==> src/rtl/simd_sequencer.sv <==
// simd_sequencer
//
// Instruction sequencer for the SIMD processor. Owns the program counter,
// fetches one instruction word at a time from the instruction BRAM, holds it
// stable at the decoder for the datapath latency of its opcode and then
// issues a single write-back strobe. Runs from a start pulse until a HALT
// opcode or until the PC would wrap past the top of instruction memory.
//
// Ports:
//   clk          clock
//   rst          synchronous active-high reset
//   start        begin execution at start_addr (only looked at in IDLE)
//   start_addr   first instruction address
//   busy         high in every state except IDLE
//   done         one-cycle pulse when execution ends
//   overflow     sticky: PC would have wrapped without a HALT; cleared on start
//   ins_addr     instruction BRAM read address (the PC)
//   ins_rd_en    instruction BRAM read enable (FETCH only)
//   ins_rdata    instruction BRAM data, valid one cycle after ins_rd_en
//   instruction  registered instruction word to the decoder
//   instr_valid  instruction is live (every EXEC cycle)
//   wb_en        one-cycle write-back qualifier in the last EXEC cycle
//
// There is no valid/ready handshake here: the BRAM read is fixed-latency and
// the datapath is trusted to produce its result exactly L cycles after the
// first instr_valid cycle. Every output is decoded from registered state, so
// nothing combinational runs from start or ins_rdata to an output.
module simd_sequencer #(
  parameter int ADDR_WIDTH     = 10,
  parameter int OPCODE_WIDTH   = 3,
  parameter int INS_ADDR_WIDTH = 8,
  parameter int INS_WIDTH      = OPCODE_WIDTH + 3 * ADDR_WIDTH + 1,
  parameter int PE_LATENCY     = 2,
  parameter int DOT_LATENCY    = 5
) (
  input  logic                      clk,
  input  logic                      rst,
  input  logic                      start,
  input  logic [INS_ADDR_WIDTH-1:0] start_addr,
  output logic                      busy,
  output logic                      done,
  output logic                      overflow,
  output logic [INS_ADDR_WIDTH-1:0] ins_addr,
  output logic                      ins_rd_en,
  input  logic [INS_WIDTH-1:0]      ins_rdata,
  output logic [INS_WIDTH-1:0]      instruction,
  output logic                      instr_valid,
  output logic                      wb_en
);

  localparam int MAX_LAT = (DOT_LATENCY > PE_LATENCY) ? DOT_LATENCY : PE_LATENCY;
  // The counter holds L-1 at most, so clog2(MAX_LAT) bits suffice.
  localparam int CNT_W   = (MAX_LAT > 1) ? $clog2(MAX_LAT) : 1;

  localparam logic [OPCODE_WIDTH-1:0] OP_DOT  = OPCODE_WIDTH'(3);
  localparam logic [OPCODE_WIDTH-1:0] OP_NOP5 = OPCODE_WIDTH'(5);
  localparam logic [OPCODE_WIDTH-1:0] OP_NOP6 = OPCODE_WIDTH'(6);
  localparam logic [OPCODE_WIDTH-1:0] OP_HALT = OPCODE_WIDTH'(7);

  typedef enum logic [2:0] {
    S_IDLE  = 3'd0,
    S_FETCH = 3'd1,
    S_LOAD  = 3'd2,
    S_EXEC  = 3'd3,
    S_DONE  = 3'd4
  } state_t;

  state_t                    state, state_nxt;
  logic [INS_ADDR_WIDTH-1:0] pc, pc_nxt;
  logic [INS_WIDTH-1:0]      instr_nxt;
  logic [CNT_W-1:0]          cnt, cnt_nxt;
  logic                      ovf_nxt;
  logic [OPCODE_WIDTH-1:0]   ld_op;
  logic [OPCODE_WIDTH-1:0]   ex_op;

  function automatic logic is_nop(input logic [OPCODE_WIDTH-1:0] op);
    return (op == OP_NOP5) || (op == OP_NOP6);
  endfunction

  // Latency minus one, loaded into the counter on the way into EXEC.
  function automatic logic [CNT_W-1:0] lat_m1(input logic [OPCODE_WIDTH-1:0] op);
    if (op == OP_DOT)  return CNT_W'(DOT_LATENCY - 1);
    if (is_nop(op))    return '0;
    return CNT_W'(PE_LATENCY - 1);
  endfunction

  assign ld_op = ins_rdata[INS_WIDTH-1 -: OPCODE_WIDTH];
  assign ex_op = instruction[INS_WIDTH-1 -: OPCODE_WIDTH];

  always_ff @(posedge clk) begin
    if (rst) begin
      state       <= S_IDLE;
      pc          <= '0;
      instruction <= '0;
      cnt         <= '0;
      overflow    <= 1'b0;
    end else begin
      state       <= state_nxt;
      pc          <= pc_nxt;
      instruction <= instr_nxt;
      cnt         <= cnt_nxt;
      overflow    <= ovf_nxt;
    end
  end

  always_comb begin
    state_nxt = state;
    pc_nxt    = pc;
    instr_nxt = instruction;
    cnt_nxt   = cnt;
    ovf_nxt   = overflow;
    case (state)
      S_IDLE: begin
        if (start) begin
          pc_nxt    = start_addr;
          ovf_nxt   = 1'b0;
          state_nxt = S_FETCH;
        end
      end
      S_FETCH: state_nxt = S_LOAD;
      S_LOAD: begin
        // HALT still lands in the instruction register but never goes live.
        instr_nxt = ins_rdata;
        if (ld_op == OP_HALT) begin
          state_nxt = S_DONE;
        end else begin
          cnt_nxt   = lat_m1(ld_op);
          state_nxt = S_EXEC;
        end
      end
      S_EXEC: begin
        if (cnt != '0) begin
          cnt_nxt = cnt - CNT_W'(1);
        end else if (pc == '1) begin
          // Running off the end of instruction memory ends the program
          // instead of wrapping to address 0.
          ovf_nxt   = 1'b1;
          state_nxt = S_DONE;
        end else begin
          pc_nxt    = pc + INS_ADDR_WIDTH'(1);
          state_nxt = S_FETCH;
        end
      end
      S_DONE:  state_nxt = S_IDLE;
      default: state_nxt = S_IDLE;
    endcase
  end

  assign busy        = (state != S_IDLE);
  assign done        = (state == S_DONE);
  assign ins_rd_en   = (state == S_FETCH);
  assign ins_addr    = pc;
  assign instr_valid = (state == S_EXEC);
  assign wb_en       = (state == S_EXEC) && (cnt == '0) && !is_nop(ex_op);

endmodule
==> config.mk <==
export PLATFORM = sky130hd
export DESIGN_NAME = simd_sequencer
export DESIGN_NICKNAME = d
export VERILOG_FILES = /design/src/rtl/simd_sequencer.sv
export SDC_FILE = /design/constraint.sdc
export NUM_CORES = 1
export LEC_CHECK = 0
export BUFFER_PORTS_ARGS = -buffer_cell sky130_fd_sc_hd__buf_2
export CORE_UTILIZATION = 50
export CTS_BUF_LIST = sky130_fd_sc_hd__clkbuf_8
export CTS_CLUSTER_DIAMETER = 50
export CTS_CLUSTER_SIZE = 30
export DETAILED_ROUTE_END_ITERATION = 10
export PLACE_DENSITY = 0.92
export RECOVER_POWER = 25
export SETUP_SLACK_MARGIN = 0.1
export SLEW_MARGIN = 20
export SYNTH_ARGS = -nofsm -noshare
export SYNTH_HDL_FRONTEND = slang
export SYNTH_SLANG_ARGS = --single-unit
==> constraint.sdc <==
create_clock -name clk -period 3.5 [get_ports clk]
set_input_delay 0.35 -clock clk [delete_from_list [all_inputs] [get_ports clk]]
set_output_delay 0.35 -clock clk [all_outputs]
set_load 0.01 [all_outputs]
**Yosys cells after proc, flatten, opt, wreduce, memory -nomap -nowiden**

Index checks and enable logic that the tools add are counted.

- Add/sub/neg operators: 2
- Equality and inequality tests: 17
- Multiplexer cells: 27
- Reduce and logical (&&, ||, !) cells: 15

Operator list:

| operator | number |
|---|---|
| 2-to-1 mux 3 bit | 10 |
| 2-to-1 mux 8 bit | 3 |
| equality test 3 bit (second input constant) | 6 |
| case mux 8 bit (2 select lines) | 1 |
| case mux 3 bit (4 select lines) | 1 |
| 2-to-1 mux 1 bit | 10 |
| equality test 3 x 2 -> 1 bit (second input constant) | 3 |
| adder 8 x 1 -> 8 bit (second input constant) | 1 |
| equality test 8 bit (second input constant) | 1 |
| != test 2 bit (second input constant) | 4 |
| AND reduction 4 bit | 2 |
| zero test 3 bit | 2 |
| case mux 3 bit (2 select lines) | 1 |
| nonzero test 3 bit | 2 |
| != test 2 x 1 -> 1 bit (second input constant) | 2 |
| nonzero test 2 bit | 2 |
| equality test 3 x 1 -> 1 bit (second input constant) | 1 |
| AND reduction 3 bit | 1 |
| subtractor 3 x 1 -> 3 bit (second input constant) | 1 |
| logical AND 1 bit | 2 |
| logical OR 1 bit | 2 |
| case mux 1 bit (2 select lines) | 1 |
| AND reduction 2 bit | 1 |
| zero test 1 bit | 1 |

- Register bits after elaboration: 49
- Input bits: 45
- Output and inout port bits: 48
- Word-level logic and storage cells: 66

**Depth between registers and ports, before layout**

- Word-level depth: 11
- Gate-level depth with buffers: 7
- Gate-level depth less buffers: 6

**Least setup slack after synthesis**

OpenSTA, ideal clock, no wires.

- Path type: register -> register
- From: reg pc[0] (netlist: ins_addr[0])
- To: reg pc[0] (netlist: ins_addr[0])
- Library setup time: 0.119 ns
- Arrival time: 1.663 ns
- Data required time: 3.381 ns
- Setup slack: 1.718 ns
- Cell stages (with the launch flop): 8
- Clock period less this slack: 1.782 ns
- Path through: dfxtp_1 > ha_1 > and4_1 > clkbuf_2 > and3_1 > clkbuf_1 > nor3_1 > o221a_2

- Word-level cells in the longest chain between the ends: 4
- Elaborated cells on any way between the ends: 7
- Those cells by class: add/sub: 1; eq/ne: 2; mux: 3; reduce/logical: 1

RTL lines:

| item | RTL line | RTL |
|---|---|---|
| from (decl) | 69 | `logic [INS_ADDR_WIDTH-1:0] pc, pc_nxt;` |
| from (signal assigned) | 99 | `pc <= pc_nxt;` |
| adder 8 x 1 -> 8 bit | 140 | `pc_nxt = pc + INS_ADDR_WIDTH'(1);` |
| 2-to-1 mux 8 bit | 134 | `end else if (pc == '1) begin` |
| 2-to-1 mux 8 bit | 132 | `if (cnt != '0) begin` |
| case mux 8 bit (2 select lines) | 112 | `case (state)` |

Several ways; a longest one is shown, not always the timed one. The select of a mux whose other input is x is not followed.
A chain may end at the register's enable or synchronous reset.

**Final worst setup path**

- From: reg state[1]
- To: out wb_en

- Word-level cells in the longest chain between the ends: 3

RTL lines:

| item | RTL line | RTL |
|---|---|---|
| from (decl) | 68 | `state_t state, state_nxt;` |
| from (signal assigned) | 98 | `state <= state_nxt;` |
| equality test 3 x 2 -> 1 bit | 154 | `assign wb_en = (state == S_EXEC) && (cnt == '0) && !is_nop(ex_op);` |
| logical AND 1 bit (2 in series) | 154 |  |
| to (decl) | 48 | `output logic wb_en` |

Every way passes these cells.

==> flow_results.org <==
** Floorplanning
- Y dimension of the die :: ~68 microns
- Placeable Area :: slightly above 4000 sq um
- Row generation in the floorplan step produced 23 rows.
- Measured along the x axis, the die boundary spans between 60 and 70 microns.
- The die covers about 4600 sq um.
- In this run the count of I/O pins placed on the die edge is 93.
- Once the floorplan was initialized, standard cells occupied around 53% of the core.

** Synth
- Main combinational cell family by area after synthesis :: simple AND/OR/NAND/NOR gates
- Summing the areas of all xor and xnor instances in the mapped netlist gives less than 1% of the synthesized area.
- The number of nets in the synthesized netlist is 330.
- Count of flip-flops with a built-in enable after synthesis :: 0
- Most numerous cell types in the synthesized netlist :: nand2_1, a21oi_1, dfxtp_1
- After synthesis the cells add up to roughly 2200 sq um.
- In the post-synthesis netlist, the biggest area contributors are dfxtp_1, nand2_1, a21oi_1.
- Netlist cell types :: between 40 and 50
- Flops & latches, synth :: 49
- During synthesis, Yosys emitted a total of 0 warnings.
- Compound-Gate Fraction of Synth Area :: 20.4%
- Area share of the largest cell type after synthesis :: 45.2%
- For this run, asynchronously set or reset flops after synthesis account for 0%.
- Post-Synth Adder-Cell Area :: between 1.5 and 2%
- After technology mapping, the gate count stands at between 200 and 300.
- Most frequent cell after synthesis :: nand2_1
- The largest total area in the synthesized netlist belongs to dfxtp_1.
- Summing the areas of all and, or, nand and nor instances in the mapped netlist gives between 20% and 30% of the synthesized area.
- Most used flip-flop cell after synthesis :: dfxtp_1
- Mean area per synthesized cell :: approximately 7.7 sq um
- In the synthesized netlist, mux cells make up less than 1% of the area.
- Sequential-to-total area share from yosys stat :: 45.2%

** Setup path
- Setup crit start :: state[1]$_SDFFE_PP0P_
- Data required time of the critical path :: approximately 3.2 ns
- On the worst path, the slowest cell contributes a delay of about 0.6 ns.
- Across all register-to-register paths, the minimum setup slack is approximately 1.4 ns.
- Endpoint of the lowest-slack register-to-register path :: ins_addr[0]$_SDFFE_PP0P_
- R2R cell count :: 5
- Together, buffers and inverters on the worst path number 2.
- Maximum fanout along the worst path :: 20
- Number of cells on the critical path :: 5
- CP Data Arrival Time :: about 2.0 ns
- End point of the critical path :: wb_en
- The worst setup path is captured at an output port.
- Critical path's top delay family :: flip-flops
- Crit-path slowest cell :: dfxtp_1
- Traced cell by cell, the critical path runs through nand3b_4 -> inv_1 -> nand2_1 -> a21oi_1 -> buf_2.
- Startpoint of the most critical register-to-register path :: state[1]$_SDFFE_PP0P_
- Crit Path Class :: reg -> out
- STA classifies the critical path startpoint as a flip-flop.

** STA
- Setup slack on the critical path of the routed design comes to about 1.1 ns.
- F_max :: around 420 MHz
- Setup violations remaining at the end of the flow were counted as 0.
- Slew at the pin closest to its max-slew limit :: about 0.63 ns
- After routing, the total negative slack on setup checks comes to 0 ns.
- Setup repair after global routing missed its margin :: no
- Final hold violations :: 0
- Final min period :: between 2 and 2.5 ns
- Headroom to the max-slew limit :: 57.8%
- For the final database, setup skew stands at between 0.01 and 0.015 ns.
- Max-slew violations :: 0
- In the finished design, the share of the clock period the worst path needs comes to 67.3%.

** Clock tree
- CTS clk-pin slew, worst paths :: around 0.10 ns
- Number of buffers inserted by hold repair at cts :: 0
- TritonCTS clock tree :: yes
- Once the clock tree was built, the resizer swapped 0 gates to a different size.
- Counting along the longest clock path gives a buffer depth of 2.
- Latest clock arrival within the worst-skew pair :: approximately 0.31 ns
- Clk root buf :: clkbuf_8
- Post CTS Setup Buffer Count :: 0
- Sink Count :: 49
- CTS H-tree lvls :: 2
- Counting the buffers created by CTS gives 5.

** Pwr
- VDD sags by at most about 0.31 mV.
- Cell leakage power :: 1.15 nW
- Power density over the cells :: around 460 nW/um^2
- Total power for the finished layout comes to ~0.0012 W.

** Drt
- In the routed design, unresolved DRC markers number 0.
- The first detailed-routing pass ran for 4 iterations.
- Number of vias per cell after detailed routing :: 5.36
- In the final routed layout, each cell accounts on average for between 10 and 15 microns.
- Total length of routed wires :: ~5300 microns
- Via count :: roughly 2200
- In this run the remaining antenna-violating nets after routing total 0.
- The detailed router finished its first iteration with roughly 170 violations.

** Placement
- Post-placement cell count :: slightly above 400
- Detailed placement ended at an HPWL of ~3800 microns.
- The placed instances occupy a cell area of between 2000 and 3000 sq um.
- Worst slack at placement :: between 1 and 1.5 ns
- Buffers placed on the I/O ports in this run total 92.
- Final estimated routing congestion in global placement :: between 0.9 and 1

** GRT
- Largest net degree at the start of global routing :: just under 50
- After global routing the overflow that remains totals 0.
- The via count of the first global-routing pass came to between 1500 and 2000.
- GRT Overall Usage :: a little under a quarter
- Global-route wire length before repair :: roughly 8300 microns
- Number of antenna violations at the first check in global routing :: 0

** Job
- Number of maximum-capacitance violations :: 0

** Finish
- Relative to the synthesized area, the layout overhead comes to 24.9%.
- The net count of the finished layout is 411.
- Final cell count without fillers :: 414
- The finished cells cover 2710 sq um.
- Cells with a size suffix above 1 make up a little under a quarter of the layout.
- N_diodes :: 0

** Run status
- Result of the run :: complete, no violations

** Worst hold path
- The path class of the tightest hold or removal check is in -> reg.
-- area by class of cell --
class / instances / area [sq um]
repair buffers: 94 / 445
clock inverters: 3 / 43.8
multi-input cells: 208 / 1090
inverters: 5 / 18.8
well taps: 50 / 62.6
fillers: 356 / 1380
clock buffers: 5 / 68.8
flip-flops and latches: 49 / 981
-- registers in the layout (all words and copies together), names as in the netlist --
signal	flops
cnt	3
ins_addr	8
overflow	1
state	3
instruction	34
-- cells by family (layout without fill, tap and decap cells) --
group,count (synthesis),count (layout)
buf+inv,25,107
flops,49,49
xor+xnor,2,2
mux,1,1
simple gates,127,127
compound gates,75,75
fa+ha+maj,3,3
-- per-stage QoR --
stage	hold slack (ns)	util, %
after floorplan	0.432	-
after global placement	0.438	64.2
after detailed placement	0.444	64.2
after CTS	0.270	67.0
after global routing	0.269	66.3
final	0.270	66.3
-- worst min path at each step --
stage	start	to	slack, ns	depth (start not counted)
after floorplan	cnt[1]$_SDFFE_PP0P_	cnt[1]$_SDFFE_PP0P_	0.43	2
after detailed placement	instruction[19]$_SDFFE_PP0N_	instruction[19]$_SDFFE_PP0N_	0.44	2
after CTS	ins_rdata[30]	instruction[30]$_SDFFE_PP0N_	0.27	3
after global placement	instruction[30]$_SDFFE_PP0N_	instruction[30]$_SDFFE_PP0N_	0.44	2
final	ins_rdata[22]	instruction[22]$_SDFFE_PP0N_	0.27	3
after global routing	ins_rdata[20]	instruction[20]$_SDFFE_PP0N_	0.27	3
-- cells in the final DEF (no fill, tap or decap), types with 2 or more instances in the layout --
master,synthesis,routed
a2111oi_0,2,2
a211oi_1,2,2
a21oi_1,49,49
a31oi_1,2,2
and3_1,4,4
buf_2,0,68
buf_4,0,2
clkbuf_1,17,24
clkbuf_8,0,5
dfxtp_1,49,49
ha_1,3,3
inv_1,5,5
nand2_1,85,84
nand3_1,5,5
nor2_1,8,8
nor3_1,6,6
nor3b_1,4,4
nor4_1,3,3
o21ai_0,4,4
o32ai_1,4,4
or3_1,3,3
-- worst reg2reg max path: cells and delay by family, from the launching register on --
| kind | cells | cell delay, ns |
|---|---|---|
| flops | 1 | 0.61 |
| buf+inv | 1 | 0.40 |
| simple gates | 3 | 0.73 |
| compound gates | 1 | 0.28 |
-- power by group --
part	switching [W]	total [W]	internal, W
combinational	0.000123	0.000208	0.0000851
clock	0.000193	0.000407	0.000214
sequential	0.0000329	0.000626	0.000593
-- metal layers --
layer  global-route usage, %  vias to the layer above  routed length, microns
li1                        -                     1138                       -
met1                    28.8                      993                    2220
met2                    41.5                       83                    2680
met3                    5.50                        5                     366
met4                    7.03                        0                      55
met5                       0                        -                       0
(Power assumes the default switching activity.)
